[config.mk]
export PLATFORM = sky130hd
export DESIGN_NAME = hazard_ctrl
export DESIGN_NICKNAME = d
export VERILOG_FILES = /design/src/rtl/wisc_pipe_pkg.sv /design/src/rtl/load_use_detect.sv /design/src/rtl/hazard_ctrl.sv
export SDC_FILE = /design/constraint.sdc
export NUM_CORES = 1
export LEC_CHECK = 0
export CORE_UTILIZATION = 48
export DETAILED_ROUTE_END_ITERATION = 12
export HOLD_SLACK_MARGIN = 0.02
export PLACE_DENSITY = 0.84
export SLEW_MARGIN = 25
export SYNTH_ARGS = -nofsm -noshare
export SYNTH_HDL_FRONTEND = slang
export SYNTH_SLANG_ARGS = --single-unit
[constraint.sdc]
create_clock -name clk -period 4.4 [get_ports clk]
set_input_delay 1.32 -clock clk [delete_from_list [all_inputs] [get_ports clk]]
set_output_delay 1.32 -clock clk [all_outputs]
set_load 0.03 [all_outputs]
[src/rtl/wisc_pipe_pkg.sv]
// Shared types and constants for the WISC pipeline control logic.
package wisc_pipe_pkg;

  // Hazard controller FSM states.
  typedef enum logic [1:0] {
    RUN,
    DMEM_WAIT,
    DRAIN,
    HALTED
  } hc_state_t;

  // R0 is hard-wired to zero, so it can never carry a data dependence.
  localparam logic [3:0] REG_ZERO = 4'h0;

  // Encoding loaded into IF_ID on a flush (ADD R0,R0,R0; result discarded).
  localparam logic [15:0] NOP_INSTR = 16'h0000;

endpackage

[src/rtl/load_use_detect.sv]
// Combinational load-use comparator: flags when the ID instruction reads the
// destination of a load currently in EX. Also used by the forwarding unit.
module load_use_detect (
  input  logic       mem_read,
  input  logic [3:0] ex_rd,
  input  logic [3:0] id_rs,
  input  logic [3:0] id_rt,
  input  logic       uses_rs,
  input  logic       uses_rt,
  output logic       lu
);
  import wisc_pipe_pkg::*;

  logic rs_hit;
  logic rt_hit;

  // Only operands actually read by the ID instruction can create a hazard.
  always_comb begin
    rs_hit = uses_rs && (ex_rd == id_rs);
    rt_hit = uses_rt && (ex_rd == id_rt);
    lu     = mem_read && (ex_rd != REG_ZERO) && (rs_hit || rt_hit);
  end

endmodule

[src/rtl/hazard_ctrl.sv]
// Pipeline control unit: load-use stalls, branch squash, memory-stall freeze,
// and HLT drain/stop. Outputs are combinational from state and inputs.
module hazard_ctrl #(
  parameter int unsigned DRAIN_CYCLES = 3,
  parameter int unsigned CNT_W        = 16
) (
  input  logic             clk,
  input  logic             rst,
  input  logic [3:0]       ID_Rs,
  input  logic [3:0]       ID_Rt,
  input  logic             ID_uses_Rs,
  input  logic             ID_uses_Rt,
  input  logic             ID_halt,
  input  logic             ID_branch_taken,
  input  logic             EX_MemRead,
  input  logic [3:0]       EX_Rd,
  input  logic             imem_stall,
  input  logic             dmem_stall,
  output logic             PC_wen,
  output logic             IF_ID_wen,
  output logic             IF_ID_flush,
  output logic             ID_EX_wen,
  output logic             ID_EX_bubble,
  output logic             EX_MEM_wen,
  output logic             MEM_WB_wen,
  output logic             halted,
  output logic [CNT_W-1:0] stall_cnt
);
  import wisc_pipe_pkg::*;

  // The halt cycle itself is the first of the DRAIN_CYCLES, so the counter
  // only tracks the remaining DRAIN-state cycles.
  localparam int unsigned DrainW = (DRAIN_CYCLES > 2) ? $clog2(DRAIN_CYCLES) : 1;

  hc_state_t         state_q, state_d;
  logic [DrainW-1:0] drain_q, drain_d;
  logic [CNT_W-1:0]  stall_cnt_q;
  logic              lu;
  logic              cnt_inc;

  load_use_detect u_lu (
    .mem_read (EX_MemRead),
    .ex_rd    (EX_Rd),
    .id_rs    (ID_Rs),
    .id_rt    (ID_Rt),
    .uses_rs  (ID_uses_Rs),
    .uses_rt  (ID_uses_Rt),
    .lu       (lu)
  );

  // Next-state and pipeline-register control, priority dmem > lu > imem > branch > halt.
  always_comb begin
    state_d      = state_q;
    drain_d      = drain_q;
    PC_wen       = 1'b1;
    IF_ID_wen    = 1'b1;
    IF_ID_flush  = 1'b0;
    ID_EX_wen    = 1'b1;
    ID_EX_bubble = 1'b0;
    EX_MEM_wen   = 1'b1;
    MEM_WB_wen   = 1'b1;
    halted       = 1'b0;
    if (!rst) begin
      if (state_q == HALTED) begin
        PC_wen     = 1'b0;
        IF_ID_wen  = 1'b0;
        ID_EX_wen  = 1'b0;
        EX_MEM_wen = 1'b0;
        MEM_WB_wen = 1'b0;
        halted     = 1'b1;
      end else if (dmem_stall) begin
        PC_wen     = 1'b0;
        IF_ID_wen  = 1'b0;
        ID_EX_wen  = 1'b0;
        EX_MEM_wen = 1'b0;
        MEM_WB_wen = 1'b0;
        // DRAIN keeps its state and counter frozen.
        if (state_q != DRAIN) state_d = DMEM_WAIT;
      end else if (state_q == DRAIN) begin
        PC_wen      = 1'b0;
        IF_ID_flush = 1'b1;
        drain_d     = drain_q - DrainW'(1);
        if (drain_q <= DrainW'(1)) state_d = HALTED;
      end else begin
        // RUN, or DMEM_WAIT on its first stall-free cycle.
        state_d = RUN;
        if (lu) begin
          PC_wen       = 1'b0;
          IF_ID_wen    = 1'b0;
          ID_EX_bubble = 1'b1;
        end else if (imem_stall) begin
          PC_wen      = 1'b0;
          IF_ID_flush = 1'b1;
        end else if (ID_branch_taken) begin
          IF_ID_flush = 1'b1;
        end else if (ID_halt) begin
          PC_wen      = 1'b0;
          IF_ID_flush = 1'b1;
          state_d     = DRAIN;
          drain_d     = DrainW'(DRAIN_CYCLES - 1);
        end
      end
    end
  end

  // Stall cycles count only while the program is still running.
  always_comb begin
    cnt_inc = !rst && !PC_wen && ((state_q == RUN) || (state_q == DMEM_WAIT));
  end

  // State, drain counter and saturating stall counter registers.
  always_ff @(posedge clk) begin
    if (rst) begin
      state_q     <= RUN;
      drain_q     <= '0;
      stall_cnt_q <= '0;
    end else begin
      state_q <= state_d;
      drain_q <= drain_d;
      if (cnt_inc && !(&stall_cnt_q)) stall_cnt_q <= stall_cnt_q + CNT_W'(1);
    end
  end

  assign stall_cnt = stall_cnt_q;

endmodule
==> flow_summary.toml <==
[die]
core_area_um2 = 2520
die_area_um2 = 2920
die_x_um = 54.1
initial_core_util_pct = 51.6
rows = 18
fp.dieH_um = 54.1
io_pins = 45

[synth]
syn_nets = 187
yosys.cell_types.count = 43
synth_edf_count = 0
synth_area_um2 = 1300
synth_warnings = 0
postSynthCellCount = 164
async_flop_share_pct = 0
ys.flop_type = "dfxtp_1"
syn_avg_cell_area_um2 = 7.93
synth-seq-cells = 20
ys_seq_area_share_pct = 30.8

[sta]
setup_viol = 0
hold_violations = 0
fin_skew_ns = 0.00559
drv_slew = 0
worst_slew_margin_rel_pct = 48.7
min_period_ns = 4.30
max_freq_mhz = 233
setup_tns_ns = 0
period_share_pct = 97.6
worst_pin_slew_ns = 0.765

[drt]
wire_per_inst_um = 13.2
ant_nets = 0
routed_wl_um = 3090
dr.pass1.iters = 4
drc = 0
vias = 1346
drt-vias-per-instance = 5.75
drtIter0Drc = 36

[grt]
grt_overflow = 0
grt_antenna_before_repair = 0
grt_start_max_net_pins = 31
grt.total_usage_pct = 22.3
grt_pass1_wl_um = 4810
grt_pass1_vias = 1184

[hold_path]
min_path_type = "reg2reg"

[clocking]
clk_pin_slew_worst_paths_ns = 0.11
cts_tree = "yes"
cts_setup_buffers = 0
insertion_delay_ns = 0.29
cts_buffers = 3
htreeDepth = 1
cts_num_sinks = 20
clockRootBuffer = "clkbuf_4"
cts_hold_buf = 0
cts_buffer_depth = 2

[power_and_ir_drop]
peakVddDrop_mv = 0.157
powerDensity_nw_per_um2 = 208
p_leak_nw = 0.673

[critical_path]
crit_fanout = 4
required_ns = 3.08
critPathCaptureType = "output port"
criticalPathCategory = "in2out"
start_kind = "input pin"
worstPathArrival_ns = 2.98

[placed_design]
placedCellCount = 231
gp_congestion = 0.831
port_buffers = 44
hpwl_um = 2350

[layout]
layout.nets = 229
num-fill-cells = 217
stdcell_count = 234
antenna-diode-count = 0
syn2layout_area_growth_pct = 36.1
drive_gt1_share_pct = 13.7
mostFrequentLayoutCell = "clkdlybuf4s50_1"
final_cell_mix = "clkdlybuf4s50_1, dfxtp_1, nor2_1, buf_4, nand3_1"

[run]
drv_cap = 0

[status]
status = "completed"
-- synth_stat cells (2+ instances only) --
| cell type | instances | area, um^2 |
|---|---|---|
| and3_1 | 5 | 31.3 |
| or4_1 | 5 | 37.5 |
| xor2_1 | 7 | 61.3 |
| a21oi_1 | 6 | 30.0 |
| dfxtp_1 | 20 | 400 |
| clkbuf_1 | 6 | 22.5 |
| o21ai_0 | 6 | 30.0 |
| nor2b_1 | 6 | 37.5 |
| a31o_2 | 2 | 17.5 |
| a211oi_1 | 3 | 22.5 |
| nor2_1 | 18 | 67.6 |
| nand2b_1 | 6 | 37.5 |
| a311oi_1 | 2 | 17.5 |
| ha_1 | 2 | 25.0 |
| xnor2_1 | 3 | 26.3 |
| nand3_1 | 10 | 50.1 |
| buf_4 | 2 | 15.0 |
| buf_2 | 2 | 10.0 |
| inv_1 | 6 | 22.5 |
| nor3_1 | 7 | 35.0 |
| nand2_1 | 7 | 26.3 |
| nor4_1 | 3 | 18.8 |
| o31ai_1 | 4 | 30.0 |
| nand4_1 | 2 | 12.5 |
| mux2_2 | 6 | 67.6 |
-- metrics by stage --
stage	area (um^2)	hold slack (ns)	power, W	setup slack [ns]	utilization, %
detailed placement	1740	0.487	0.000287	-0.0167	68.8
global route	1770	0.520	0.000385	-0.000195	70.2
CTS	1760	0.502	0.000371	0.0121	69.6
floorplan	1300	0.473	0.000249	0.0406	-
global placement	1730	0.471	0.000284	0.00299	68.6
finish	1770	0.498	0.000367	0.104	70.2
-- worst paths after layout --
check                                   start           end  slack, ns  cells after the start
worst min-delay path             stall_cnt[8]  stall_cnt[8]       0.50                      2
worst min register to register   stall_cnt[8]  stall_cnt[8]       0.50                      2
worst max register to register  stall_cnt[11]  stall_cnt[0]       2.27                      5
worst max-delay path                 ID_Rs[0]        PC_wen       0.10                      8
-- registers in the layout (all words and copies together), names as in the netlist --
| register | flops |
|---|---|
| stall_cnt | 16 |
| drain_q | 2 |
| state_q | 2 |
-- what timing repair did --
action	4_1_cts	5_1_grt
cloned	0	0
gates resized for setup	1	4
pin swaps	1	2
setup endpoints to repair	1	4
-- worst max-delay path, stage by stage --
cell and delay, ns:
clkdlybuf4s50_1 0.42, xor2_1 0.14, nor3_1 0.22, nand4_1 0.16, and2_1 0.18, buf_4 0.14
a31o_2 0.24, buf_4 0.16
-- per-layer routing --
metal | global-route usage (%) | up-vias | routed length (um)
met1 | 25.5 | 630 | 1410
li1 | - | 677 | -
met4 | 6.41 | 0 | 29
met2 | 41.4 | 35 | 1540
met3 | 4.24 | 4 | 112
met5 | 0 | - | 0
-- area by class of cell --
type | instances | area, um^2 | share of cell area, %
tap | 30 | 37.5 | 2.12
clock buffer | 3 | 22.5 | 1.27
inverter | 6 | 22.5 | 1.27
sequential | 20 | 400 | 22.6
multi-input combinational | 127 | 831 | 46.9
timing repair buffer | 48 | 457 | 25.8
-- report_power, final --
group | internal [W] | total (W) | switching [W] | leakage [nW]
Combinational | 0.0000432 | 0.0000891 | 0.0000459 | 0.497
Clock | 0.0000319 | 0.0000852 | 0.0000534 | 0.0138
Sequential | 0.000186 | 0.000193 | 0.00000716 | 0.162
-- cells by family after synthesis --
group | after synthesis | synth area share, %
adder cells (fa/ha/maj) | 2 | 1.92
multiplexers | 7 | 5.96
buffers and inverters | 17 | 6.25
AO/OA/AOI/OAI | 33 | 17.7
XOR/XNOR | 10 | 6.73
AND/OR/NAND/NOR | 75 | 30.7
flip-flops | 20 | 30.8
Power figures use the tool's default switching activity.
